### src/rtl/uart_cfg_frame_ctl.sv
// uart_cfg_frame_ctl: framed UART byte stream -> config-bus write controller.
//   Decodes SYNC, ADDR (MSB first), DATA (MSB first), optional XOR CSUM; issues one cfg_we_o
//   per good frame, drops frames on rx error, bad checksum or inter-byte timeout.
// Latency: cfg_we_o earliest the cycle after the final byte strobe; held off while cfg_busy_i.
// Backpressure: cfg_busy_i stalls the write indefinitely; bytes arriving meanwhile are dropped.
// Ports:
//   clk_i, reset_ni        clock, synchronous active-low reset
//   rx_dat_i/rx_stb_i      received byte and its one-cycle valid strobe
//   rx_err_i               one-cycle receiver framing error
//   cfg_busy_i             sink not ready
//   cfg_addr_o/cfg_dat_o   write address/data, held until the next accepted frame
//   cfg_we_o               write strobe (combinational on state and cfg_busy_i)
//   frame_err_o            one-cycle pulse when a frame or byte is dropped
//   err_cnt_o              saturating count of frame_err_o pulses
module uart_cfg_frame_ctl #(
  parameter int         ADDR_BYTES  = 1,
  parameter int         DATA_BYTES  = 1,
  parameter logic [7:0] SYNC_BYTE   = 8'hA5,
  parameter bit         CHECKSUM_EN = 1'b1,
  parameter int         TIMEOUT_CYC = 30000
) (
  input  logic                    clk_i,
  input  logic                    reset_ni,
  input  logic [7:0]              rx_dat_i,
  input  logic                    rx_stb_i,
  input  logic                    rx_err_i,
  input  logic                    cfg_busy_i,
  output logic [8*ADDR_BYTES-1:0] cfg_addr_o,
  output logic [8*DATA_BYTES-1:0] cfg_dat_o,
  output logic                    cfg_we_o,
  output logic                    frame_err_o,
  output logic [7:0]              err_cnt_o
);

  localparam int AW    = 8 * ADDR_BYTES;
  localparam int DW    = 8 * DATA_BYTES;
  localparam int MAXB  = (ADDR_BYTES > DATA_BYTES) ? ADDR_BYTES : DATA_BYTES;
  localparam int CNT_W = (MAXB > 1) ? $clog2(MAXB) : 1;
  // Timer only has to reach TIMEOUT_CYC-1 before the frame is dropped.
  localparam int TMR_W = (TIMEOUT_CYC > 1) ? $clog2(TIMEOUT_CYC) : 1;

  localparam logic [2:0] S_IDLE  = 3'd0;
  localparam logic [2:0] S_ADDR  = 3'd1;
  localparam logic [2:0] S_DATA  = 3'd2;
  localparam logic [2:0] S_CSUM  = 3'd3;
  localparam logic [2:0] S_WRITE = 3'd4;

  logic [2:0]       state_q, state_d;
  logic [CNT_W-1:0] cnt_q, cnt_d;
  logic [AW-1:0]    addr_sh_q, addr_sh_d;
  logic [DW-1:0]    dat_sh_q, dat_sh_d;
  logic [7:0]       csum_q, csum_d;
  logic [TMR_W-1:0] timer_q, timer_d;
  logic [AW-1:0]    cfg_addr_q, cfg_addr_d;
  logic [DW-1:0]    cfg_dat_q, cfg_dat_d;
  logic [7:0]       err_cnt_q, err_cnt_d;
  logic             we_c;
  logic             ferr_c;
  logic             timeout_hit;

  // The current idle cycle is the TIMEOUT_CYC-th in a row; a strobe this cycle still wins.
  assign timeout_hit = (TIMEOUT_CYC != 0) && (timer_q == TMR_W'(TIMEOUT_CYC - 1));

  always_comb begin
    state_d    = state_q;
    cnt_d      = cnt_q;
    addr_sh_d  = addr_sh_q;
    dat_sh_d   = dat_sh_q;
    csum_d     = csum_q;
    timer_d    = timer_q;
    cfg_addr_d = cfg_addr_q;
    cfg_dat_d  = cfg_dat_q;
    we_c       = 1'b0;
    ferr_c     = 1'b0;

    case (state_q)
      S_IDLE: begin
        // Noise and receiver errors between frames are ignored.
        if (rx_stb_i && (rx_dat_i == SYNC_BYTE)) begin
          state_d = S_ADDR;
          cnt_d   = '0;
          csum_d  = '0;
          timer_d = '0;
        end
      end

      S_ADDR, S_DATA, S_CSUM: begin
        if (rx_err_i) begin
          // Error beats a coincident byte.
          ferr_c  = 1'b1;
          state_d = S_IDLE;
        end else if (rx_stb_i) begin
          timer_d = '0;
          if (state_q == S_ADDR) begin
            addr_sh_d = (addr_sh_q << 8) | AW'(rx_dat_i);
            csum_d    = csum_q ^ rx_dat_i;
            if (cnt_q == CNT_W'(ADDR_BYTES - 1)) begin
              state_d = S_DATA;
              cnt_d   = '0;
            end else begin
              cnt_d = cnt_q + 1'b1;
            end
          end else if (state_q == S_DATA) begin
            dat_sh_d = (dat_sh_q << 8) | DW'(rx_dat_i);
            csum_d   = csum_q ^ rx_dat_i;
            if (cnt_q == CNT_W'(DATA_BYTES - 1)) begin
              cnt_d = '0;
              if (CHECKSUM_EN) begin
                state_d = S_CSUM;
              end else begin
                state_d    = S_WRITE;
                cfg_addr_d = addr_sh_q;
                cfg_dat_d  = dat_sh_d;
              end
            end else begin
              cnt_d = cnt_q + 1'b1;
            end
          end else begin
            // Checksum byte: compared as data, a SYNC value here does not resync.
            if (rx_dat_i == csum_q) begin
              state_d    = S_WRITE;
              cfg_addr_d = addr_sh_q;
              cfg_dat_d  = dat_sh_q;
            end else begin
              ferr_c  = 1'b1;
              state_d = S_IDLE;
            end
          end
        end else if (timeout_hit) begin
          ferr_c  = 1'b1;
          state_d = S_IDLE;
        end else if (TIMEOUT_CYC != 0) begin
          timer_d = timer_q + 1'b1;
        end
      end

      S_WRITE: begin
        we_c = ~cfg_busy_i;
        // Traffic during the write is lost, but the pending write still completes.
        ferr_c = rx_stb_i | rx_err_i;
        if (!cfg_busy_i) begin
          state_d = S_IDLE;
        end
      end

      default: state_d = S_IDLE;
    endcase

    err_cnt_d = err_cnt_q;
    if (ferr_c && (err_cnt_q != 8'hFF)) begin
      err_cnt_d = err_cnt_q + 8'd1;
    end
  end

  always_ff @(posedge clk_i) begin
    if (!reset_ni) begin
      state_q    <= S_IDLE;
      cnt_q      <= '0;
      addr_sh_q  <= '0;
      dat_sh_q   <= '0;
      csum_q     <= '0;
      timer_q    <= '0;
      cfg_addr_q <= '0;
      cfg_dat_q  <= '0;
      err_cnt_q  <= '0;
    end else begin
      state_q    <= state_d;
      cnt_q      <= cnt_d;
      addr_sh_q  <= addr_sh_d;
      dat_sh_q   <= dat_sh_d;
      csum_q     <= csum_d;
      timer_q    <= timer_d;
      cfg_addr_q <= cfg_addr_d;
      cfg_dat_q  <= cfg_dat_d;
      err_cnt_q  <= err_cnt_d;
    end
  end

  // Strobes are suppressed while reset is asserted so a mid-frame reset is silent.
  assign cfg_we_o    = we_c & reset_ni;
  assign frame_err_o = ferr_c & reset_ni;
  assign cfg_addr_o  = cfg_addr_q;
  assign cfg_dat_o   = cfg_dat_q;
  assign err_cnt_o   = err_cnt_q;

endmodule
### config.mk
export PLATFORM = sky130hd
export DESIGN_NAME = uart_cfg_frame_ctl
export DESIGN_NICKNAME = d
export VERILOG_FILES = /design/src/rtl/uart_cfg_frame_ctl.sv
export SDC_FILE = /design/constraint.sdc
export NUM_CORES = 1
export LEC_CHECK = 0
export BUFFER_PORTS_ARGS = -buffer_cell sky130_fd_sc_hd__buf_4
export CORE_MARGIN = 2
export CORE_UTILIZATION = 61
export CTS_BUF_LIST = sky130_fd_sc_hd__clkbuf_4 sky130_fd_sc_hd__clkbuf_8 sky130_fd_sc_hd__clkbuf_16
export DETAILED_ROUTE_END_ITERATION = 12
export PLACE_DENSITY = 0.84
export SETUP_SLACK_MARGIN = 0.5
export SYNTH_ARGS = -nofsm -noshare
export SYNTH_HDL_FRONTEND = slang
export SYNTH_SLANG_ARGS = --single-unit
### constraint.sdc
create_clock -name clk_i -period 3 [get_ports clk_i]
set_input_delay 0.6 -clock clk_i [delete_from_list [all_inputs] [get_ports clk_i]]
set_output_delay 0.6 -clock clk_i [all_outputs]
set_load 0.02 [all_outputs]
==> results.sh <==
export IMPL_status="complete, no violations"
export IMPL_cts_root_buf="clkbuf_8"
export IMPL_antenna_cells=0
export IMPL_rows=25
export IMPL_synth_edf_count=0
export IMPL_endpoint_kind="primary output"
export IMPL_grt_pass1_vias=2302
export IMPL_cts_tree="built"
export IMPL_synth_top_cells_by_area="dfxtp_1 (44%), mux2i_1 (8.3%), nor2_1 (6.8%)"
export IMPL_first_pass_iters=4
export IMPL_netSwitchingFraction_pct=22.2
export IMPL_r2r_end="err_cnt_o[3]$_SDFFE_PN0P_"
export IMPL_cap_violations=0
export IMPL_period_needed_ns=2.52
export IMPL_holdPathStages=2
export IMPL_grt_max_degree=44
export IMPL_die_h_um=74.1
export IMPL_regToRegSetupSlack_ns=0.81
export IMPL_antenna_found_initial=0
export IMPL_worstPathArrival_ns=1.92
export IMPL_internal_power_uw=1380
export IMPL_final_common_cell="dfxtp_1"
export IMPL_place_ws_ns=0.449
export IMPL_crit_slowest_cell="nor4_1"
export IMPL_die_area_um2=5490
export IMPL_crit_chain="buf_4, xor2_1, nor4_1, a41o_1, a31o_1, nor2_1, buf_4"
export IMPL_reg2reg_depth=8
export IMPL_crit_fanout=6
export IMPL_slew_violations=0
export IMPL_synthToLayoutAreaGrowth_pct=20.4
export IMPL_wl_per_cell_um=15.0
export IMPL_power_uw=1780
export IMPL_p_per_area_nw_per_um2=493
export IMPL_numClockSinks=66
export IMPL_cpMostUsedCell="buf_4"
export IMPL_ir_drop_uv=340
export IMPL_synth_flop_cell="dfxtp_1"
export IMPL_rsz0062_at_grt="true"
export IMPL_yosysWarnings=0
export IMPL_gr_total_overflow=0
export IMPL_cts_htree_levels=3
export IMPL_worst_pin_slew_ns=1.10
export IMPL_grt_usage_pct=26.2
export IMPL_r2r_start="timer_q[1]$_SDFFE_PN0P_"
export IMPL_path_class="in -> out"
export IMPL_drcViolationCount=0
export IMPL_coreArea_um2=4720
export IMPL_min_from="dat_sh_q[1]$_SDFFE_PN0P_"
export IMPL_syn_area_um2=3000
export IMPL_cts_max_path_buffers=2
export IMPL_netSwitchingPower_uw=396
export IMPL_synth_seq_cells=66
export IMPL_slowest_delay_ns=0.37
export IMPL_fin_ws_ns=0.479
export IMPL_final_cell_mix="dfxtp_1 (60), nor2_1 (54), buf_4 (45)"
export IMPL_synth_nets=355
export IMPL_cp_num_buf_inv=2
export IMPL_seq_area_frac_synth_pct=44.1
export IMPL_place_gp_congestion=0.874
export IMPL_drt_wl_total_um=6760
export IMPL_power_clock_fraction_pct=47.7
export IMPL_drive_above_1_share_pct=19.3
export IMPL_p_leak_uw=0.00149
export IMPL_final_util_pct=76.4
export IMPL_holdPathEnd="dat_sh_q[1]$_SDFFE_PN0P_"
export IMPL_io_pins=39
export IMPL_nets=394
export IMPL_synth_top_area_share_pct=44.1
export IMPL_fin_setup_tns_ns=0
export IMPL_cts_inserted_buffers=9
export IMPL_maxSlewHeadroom_pct=26.6
export IMPL_avgViaCountPerCell=5.82
export IMPL_clock_latency_ns=0.35
export IMPL_vias=2626
export IMPL_setup_violations=0
export IMPL_async_flop_share_pct=0
export IMPL_finalHoldViolations=0
export IMPL_clk_pin_slew_worst_paths_ns=0.07
export IMPL_yosysTopAreaCell="dfxtp_1"
export IMPL_skew_ns=0.00568
export IMPL_cp_required_ns=2.40
export IMPL_syn_inst=340
export IMPL_drtAntennaViolNets=0
export IMPL_dr_first_iter_drc_count=174
export IMPL_die_w_um=74.1
export IMPL_critPathTopFamily="compound AO/OA/AOI/OAI gates"
export IMPL_min_path_type="reg -> reg"
export IMPL_fmax_mhz=397
export IMPL_avgSynthCellArea_um2=8.82
export IMPL_start_util_pct=63.5
export IMPL_yosysUniqueCellTypes=48
export IMPL_power_share_sequential_pct=49.1
export IMPL_fin_crit_sh_pct=84.0
export IMPL_grt_pass1_wl_um=10900
export IMPL_cts_hold_buffers=0
export IMPL_comb_power_share_pct=3.2
export IMPL_place_hpwl_um=4400
export IMPL_io_buffers=38
export IMPL_critPathLaunchType="input pin"
==> Yosys cell counts (all sizes together) (2+ instances only) <==
library cell / count
nand3b: 8
nand4bb: 2
inv: 3
a21oi: 24
dfxtp: 66
nor2: 55
xnor2: 4
nand4b: 2
nor4: 6
nor2b: 3
nand2: 20
nand4: 9
and2: 2
o311ai: 2
ha: 2
and3: 8
o41ai: 2
o31ai: 3
o211ai: 2
buf: 8
or4: 3
nand3: 10
or3: 4
nand2b: 4
nor3: 10
clkbuf: 10
xor2: 19
o21ai: 11
mux2i: 25
==> worst reg2reg max path, cell delays in order, from the launching register on <==
cell and delay (ns):
dfxtp_4 0.37, ha_4 0.14, nand4b_1 0.14, nor4_4 0.33, nor2_2 0.07, a31o_1 0.23
buf_4 0.18, or4_1 0.49, a21oi_1 0.15
==> cells by family (layout without fill, tap and decap cells) <==
group | count (synthesis) | after routing | synth area share [%]
xor gates and xnor gates | 23 | 23 | 6.72
and+or+nand+nor | 151 | 151 | 26.4
adders and majority gates | 2 | 2 | 0.834
AOI/OAI and AO/OA | 51 | 51 | 10.3
buffers and inverters | 22 | 66 | 3.34
DFF | 66 | 66 | 44.1
muxes | 25 | 25 | 8.34
==> flip-flops by register name, indices dropped and copies added (netlist names) <==
register / cells
cfg_addr_o: 8
addr_sh_q: 8
cfg_dat_o: 8
csum_q: 8
state_q: 3
timer_q: 15
err_cnt_o: 8
dat_sh_q: 8
==> routing by layer <==
layer	global-route usage [%]	vias up	wire length (um)
met5	0	-	0
met4	13.1	0	178
met3	5.42	19	364
met2	40.6	83	3130
met1	34.7	1242	3090
li1	-	1282	-
==> worst max-delay path by stage <==
stage / start / endpoint / slack [ns] / cells past startpoint
6_report: rx_dat_i[1] / frame_err_o / 0.48 / 7
5_1_grt: timer_q[0]$_SDFFE_PN0P_ / frame_err_o / 0.37 / 7
4_1_cts: timer_q[7]$_SDFFE_PN0P_ / frame_err_o / 0.40 / 6
3_5_place_dp: rx_dat_i[1] / cfg_dat_o[7]$_SDFFE_PN0P_ / 0.45 / 8
3_3_place_gp: rx_stb_i / err_cnt_o[4]$_SDFFE_PN0P_ / 0.50 / 8
2_1_floorplan: rx_stb_i / frame_err_o / 0.51 / 6
==> repair_timing <==
| item | in CTS | in global routing |
|---|---|---|
| buffers inserted | 1 | 1 |
| setup endpoints to repair | 1 | 1 |
| pin swaps | 2 | 1 |
| gates resized for setup | 4 | 7 |
==> final cells by class <==
type	instances	area, um^2
Clock buffer	10	138
Clock inverter	6	88.8
Fill cell	342	1110
Inverter	4	15.0
Multi-Input combinational cell	252	1590
Sequential cell	66	1330
Tap cell	67	83.8
Timing Repair Buffer	46	358
==> per-stage QoR <==
| stage | instance area (um^2) | hold WS [ns] | std cells |
|---|---|---|---|
| after floorplan | 3000 | 0.436 | 340 |
| after global placement | 3340 | 0.441 | 433 |
| after detailed placement | 3340 | 0.448 | 433 |
| after CTS | 3580 | 0.458 | 450 |
| after global routing | 3610 | 0.482 | 451 |
| final | 3610 | 0.457 | 451 |
==> power by group through the flow <==
| stage | registers (uW) | logic (uW) | clock network, uW |
|---|---|---|---|
| after global placement | 896 | 54.7 | 0 |
| after detailed placement | 896 | 55.2 | 0 |
| final | 874 | 56.4 | 849 |
| after CTS | 876 | 55.6 | 856 |
| after floorplan | 896 | 23.9 | 0 |
| after global routing | 874 | 61.3 | 893 |
(Power assumes the default switching activity.)
